$ cat config.mk
export PLATFORM = sky130hd
export DESIGN_NAME = cam_capture_fmt
export DESIGN_NICKNAME = d
export VERILOG_FILES = /design/src/rtl/cam_capture_fmt.sv
export SDC_FILE = /design/constraint.sdc
export NUM_CORES = 1
export LEC_CHECK = 0
export BUFFER_PORTS_ARGS = -buffer_cell sky130_fd_sc_hd__buf_2
export CORE_MARGIN = 2
export CORE_UTILIZATION = 63
export DETAILED_ROUTE_END_ITERATION = 10
export GPL_TIMING_DRIVEN = 0
export PLACE_DENSITY_LB_ADDON = 0.12
export REMOVE_ABC_BUFFERS = 1
export SYNTH_ARGS = -nofsm -noshare
export SYNTH_HDL_FRONTEND = slang
export SYNTH_SLANG_ARGS = --single-unit
export TNS_END_PERCENT = 1
$ cat constraint.sdc
create_clock -name CAM_PCLK -period 4.7 [get_ports CAM_PCLK]
set_clock_uncertainty 0.15 [all_clocks]
set_input_delay 0.235 -clock CAM_PCLK [delete_from_list [all_inputs] [get_ports CAM_PCLK]]
set_output_delay 0.235 -clock CAM_PCLK [all_outputs]
set_load 0.1 [all_outputs]
$ cat src/rtl/cam_capture_fmt.sv
// OV7670 capture front end: packs camera bytes into DW-bit pixels, decimates, and writes
// them to the frame-buffer write port, with single-shot or continuous frame capture.
module cam_capture_fmt #(
    parameter int AW      = 15,
    parameter int DW      = 12,
    parameter int H_PIX   = 160,
    parameter int V_LINES = 120
) (
    input  logic          CAM_PCLK,
    input  logic          rst_n,
    input  logic          CAM_VSYNC,
    input  logic          CAM_HREF,
    input  logic [7:0]    CAM_px_data,
    input  logic [1:0]    fmt_sel,
    input  logic [1:0]    decim,
    input  logic          video_en,
    input  logic          snap_req,
    output logic [AW-1:0] DP_RAM_addr_in,
    output logic [DW-1:0] DP_RAM_data_in,
    output logic          DP_RAM_regW,
    output logic          busy,
    output logic          frame_done,
    output logic          overflow,
    output logic [7:0]    frame_cnt,
    output logic [2:0]    dbg_state_o
);

    localparam int MAX_PIX = H_PIX * V_LINES;
    localparam logic [AW-1:0] LAST_ADDR = AW'(MAX_PIX - 1);

    typedef enum logic [2:0] {
        S_IDLE, S_ARMED, S_WAIT_SOF, S_LINE_WAIT, S_BYTE0, S_BYTE1, S_HOLD
    } state_t;

    state_t        state_q;
    logic          vsync_q, href_q;
    logic [7:0]    b0_q;
    logic [1:0]    fmt_q, decim_q;
    logic [15:0]   col_q, line_q;
    logic [AW-1:0] addr_q;
    logic          full_q;
    logic [DW-1:0] data_q;
    logic          regw_q, busy_q, done_q, ovf_q;
    logic [7:0]    cnt_q;

    logic          vs_rise, vs_fall, href_rise, keep_d;
    logic [11:0]   pix_d;
    logic [15:0]   dmask_d, win_d;

    assign vs_rise   = CAM_VSYNC & ~vsync_q;
    assign vs_fall   = ~CAM_VSYNC & vsync_q;
    assign href_rise = CAM_HREF & ~href_q;

    // CAM_px_data is the second byte of the pixel while the FSM sits in BYTE0.
    always_comb begin
        pix_d = {b0_q[3:0], CAM_px_data};
        case (fmt_q)
            2'd1:    pix_d = {b0_q[7:4], b0_q[2:0], CAM_px_data[7], CAM_px_data[4:1]};
            2'd2:    pix_d = {3{b0_q[7:4]}};
            default: pix_d = {b0_q[3:0], CAM_px_data};
        endcase
    end

    always_comb begin
        dmask_d = (16'd1 << decim_q) - 16'd1;
        win_d   = 16'(H_PIX) << decim_q;
        keep_d  = ((col_q & dmask_d) == 16'd0) && ((line_q & dmask_d) == 16'd0) && (col_q < win_d);
    end

    // The RAM write port is valid-only: addr/data are valid in the cycle DP_RAM_regW is high
    // and the RAM always accepts, so there is no ready/backpressure path.
    always_ff @(posedge CAM_PCLK or negedge rst_n) begin
        if (!rst_n) begin
            state_q <= S_IDLE;
            vsync_q <= 1'b0;
            href_q  <= 1'b0;
            b0_q    <= '0;
            fmt_q   <= '0;
            decim_q <= '0;
            col_q   <= '0;
            line_q  <= '0;
            addr_q  <= '0;
            full_q  <= 1'b0;
            data_q  <= '0;
            regw_q  <= 1'b0;
            busy_q  <= 1'b0;
            done_q  <= 1'b0;
            ovf_q   <= 1'b0;
            cnt_q   <= '0;
        end else begin
            vsync_q <= CAM_VSYNC;
            href_q  <= CAM_HREF;
            regw_q  <= 1'b0;
            done_q  <= 1'b0;
            // The address advances after the strobe cycle, so the RAM sees the written address.
            if (regw_q) begin
                if (addr_q == LAST_ADDR) full_q <= 1'b1;
                else                     addr_q <= addr_q + 1'b1;
            end
            case (state_q)
                S_IDLE, S_HOLD: begin
                    if (video_en || snap_req) begin
                        state_q <= S_ARMED;
                        busy_q  <= 1'b1;
                    end
                end
                S_ARMED: begin
                    if (CAM_VSYNC) state_q <= S_WAIT_SOF;
                end
                S_WAIT_SOF: begin
                    if (vs_fall) begin
                        state_q <= S_LINE_WAIT;
                        fmt_q   <= fmt_sel;
                        decim_q <= decim;
                        addr_q  <= '0;
                        full_q  <= 1'b0;
                        col_q   <= '0;
                        line_q  <= '0;
                        ovf_q   <= 1'b0;
                    end
                end
                S_LINE_WAIT, S_BYTE0, S_BYTE1: begin
                    if (vs_rise) begin
                        done_q <= 1'b1;
                        cnt_q  <= cnt_q + 8'd1;
                        if (video_en) begin
                            state_q <= S_WAIT_SOF;
                        end else begin
                            state_q <= S_HOLD;
                            busy_q  <= 1'b0;
                        end
                    end else if (state_q == S_LINE_WAIT) begin
                        if (href_rise) begin
                            b0_q    <= CAM_px_data;
                            col_q   <= '0;
                            state_q <= S_BYTE0;
                        end
                    end else if (!CAM_HREF) begin
                        // A line ending in BYTE0 leaves a lone byte, which is simply discarded.
                        line_q  <= line_q + 16'd1;
                        state_q <= S_LINE_WAIT;
                    end else if (state_q == S_BYTE0) begin
                        state_q <= S_BYTE1;
                        if (keep_d) begin
                            if (full_q) begin
                                ovf_q <= 1'b1;
                            end else begin
                                regw_q <= 1'b1;
                                data_q <= DW'(pix_d);
                            end
                        end
                    end else begin
                        b0_q    <= CAM_px_data;
                        col_q   <= col_q + 16'd1;
                        state_q <= S_BYTE0;
                    end
                end
                default: state_q <= S_IDLE;
            endcase
        end
    end

    assign DP_RAM_addr_in = addr_q;
    assign DP_RAM_data_in = data_q;
    assign DP_RAM_regW    = regw_q;
    assign busy           = busy_q;
    assign frame_done     = done_q;
    assign overflow       = ovf_q;
    assign frame_cnt      = cnt_q;
    assign dbg_state_o    = state_q;

endmodule
==> out/results.ini <==
[timing]
fin_tns_setup_ps = 0
tightest_slew_ps = 926
max_freq_mhz = 360
fin_ws_ps = 1920
fin_crit_ps = 2780
fin_hold_ws_ps = 24.3
relSlewSlack_pct = 38.0
setup_viol = 0
rsz0062_at_grt = no
finalHoldViolCount = 0
finalCritPeriodShare_pct = 59.2
finalMaxSlewViolations = 0

[global_routing]
grt_pass1_wl_um = 18800
grt_overflow = 0
grt.total_usage_pct = 28.2
grt_max_degree = 57
grt_pass1_vias = 3863
antenna_found_initial = 0

[synth]
ys_ff_latch = 89
synth_warnings = 0
synth_top_cells_by_area = dfrtp_1 47%, o21ai_0 4.7%, nand2_1 3.8%, ha_1 3.7%, xor2_1 3.3%
synth_cell_type_count = 48
yosysMostFrequentCell = dfrtp_1
async_flop_share_pct = 100
synth_ff_type = dfrtp_1
netlist_area_sq_um = 4770
synth_enable_flop_cells = 0
synth_top_area_share_pct = 46.7
syn_inst = 495
synth_seq_area_share_pct = 46.7
syn_avg_cell_area_sq_um = 9.64
synth_common_cells = 89 x dfrtp_1, 48 x nand2_1, 45 x o21ai_0
yosys.area.top_type = dfrtp_1

[clocking]
clk_pin_slew_ps = 90
clock-sinks = 89
cts_root_buffer = clkbuf_8
ctsResizeCount = 0
ctsLongestPathBuffers = 2
ctsHoldBuffers = 16
postCtsSetupRepairBufs = 0
htree_levels = 3
cts_buffers = 9
clk_latency_ps = 370
tritoncts = built

[cells_and_area]
fin_area_sq_um = 5520
fillers = 511
antenna_cells = 0
area_delta_synth_final_pct = 15.7
drive_gt1_share_pct = 18.6
fin_nets = 593

[job]
maxCapViolations = 0

[worst_setup_path]
crit_type = flip-flop to flip-flop
worstSetupEndpointType = flip-flop
cp-startpoint = dbg_state_o[2]
path_max_fanout = 16
r2r_start = dbg_state_o[2]
crit_required_ps = 4800
critPathLaunchType = flip-flop
cp.arrival_ps = 2880

[place]
dpl-instance-area_sq_um = 5160
dpl_worst_slack_ps = 2000
gp_congestion = 0.819
port_buffers = 59
hpwl_um = 7630

[power_and_ir_drop]
p_per_area_nw_per_um2 = 669
ir_drop_uv = 538
leakage_nw = 2.56
finalPower_mw = 3.70

[status]
status = completed

[die]
core_region_area_sq_um = 7290
die_h_um = 91.0
die-area_sq_um = 8290
start_util_pct = 65.4
io_pins = 60
core.rowCount = 31
die_w_um = 91.0

[detailed_routing]
via_per_inst = 6.06
ant_nets = 0
drt_iter0_drc = 229
via_count = 4027
remaining_drc_errors = 0
routed_wl_um = 11100
wl_per_cell_um = 16.7
firstDrtPassIters = 4

[worst_hold_path]
min_from = video_en
hold_path_class = input port to flip-flop

worst paths after layout:
check / end / slack (ps) / depth (start not counted)
min: busy / 20 / 3
min in group asynchronous: b0_q[2] / 190 / 2
max reg2reg: DP_RAM_data_in[8] / 1920 / 5
min reg2reg: frame_cnt[7] / 330 / 1
max in group asynchronous: col_q[11] / 3560 / 3
max: DP_RAM_data_in[8] / 1920 / 5
report_power, final:
part / internal, mW / switching [mW] / leakage (nW)
logic: 0.481 / 1.44 / 1.28
registers: 0.964 / 0.261 / 1.18
clock network: 0.253 / 0.296 / 0.106
cells by family after synthesis:
family	count (synthesis)	share of synthesized area [%]
AO/OA/AOI/OAI	108	13.7
buffers and inverters	32	2.70
AND/OR/NAND/NOR	203	22.3
XOR/XNOR	26	4.77
adder cells (fa/ha/maj)	14	3.67
flip-flops	89	46.7
multiplexers	23	6.21
flip-flops by register name, summed over array words and instances (netlist names), 2 cells and up:
register,count
col_q,16
line_q,16
DP_RAM_addr_in,15
DP_RAM_data_in,12
b0_q,8
frame_cnt,8
dbg_state_o,3
decim_q,2
fmt_q,2
routing by layer:
metal | wire (um) | global-route usage (%) | up-vias
met1 | 4840 | 36.9 | 1939
met2 | 5520 | 47.2 | 128
li1 | - | - | 1937
met3 | 471 | 3.49 | 23
met4 | 291 | 12.5 | 0
met5 | 0 | 0 | -
final cells by class:
type / instances / area [sq um] / share of cell area, %
clock buffer: 9 / 124 / 2.24
inverter: 10 / 37.5 / 0.680
multi-input combinational: 374 / 2420 / 43.8
sequential: 89 / 2230 / 40.3
tap: 99 / 124 / 2.24
clock inverter: 7 / 77.6 / 1.40
timing repair buffer: 77 / 513 / 9.29
cells in the final DEF, fill, tap and decap left out, drive strengths merged, types with 13 or more instances in the layout:
| cell type | count |
|---|---|
| a21oi | 28 |
| buf | 61 |
| dfrtp | 89 |
| dlygate4sd3 | 16 |
| ha | 14 |
| inv | 13 |
| mux2 | 23 |
| nand2 | 48 |
| nand3 | 24 |
| nand4 | 18 |
| nor2 | 37 |
| o21ai | 45 |
| xor2 | 18 |
metrics by stage:
| step | utilization (%) | instances |
|---|---|---|
| after global placement | 69.9 | 631 |
| after floorplan | - | 473 |
| after CTS | 75.7 | 665 |
| final | 75.7 | 665 |
| after global routing | 75.7 | 665 |
| after detailed placement | 70.8 | 633 |
worst max-delay path, stage by stage, from the launching register on:
cell and delay [ps]:
dfrtp_1 630, nor2b_1 590, o2111ai_1 300, nor2_1 190, nand3_2 360, mux2_4 430
(Power assumes the default switching activity.)
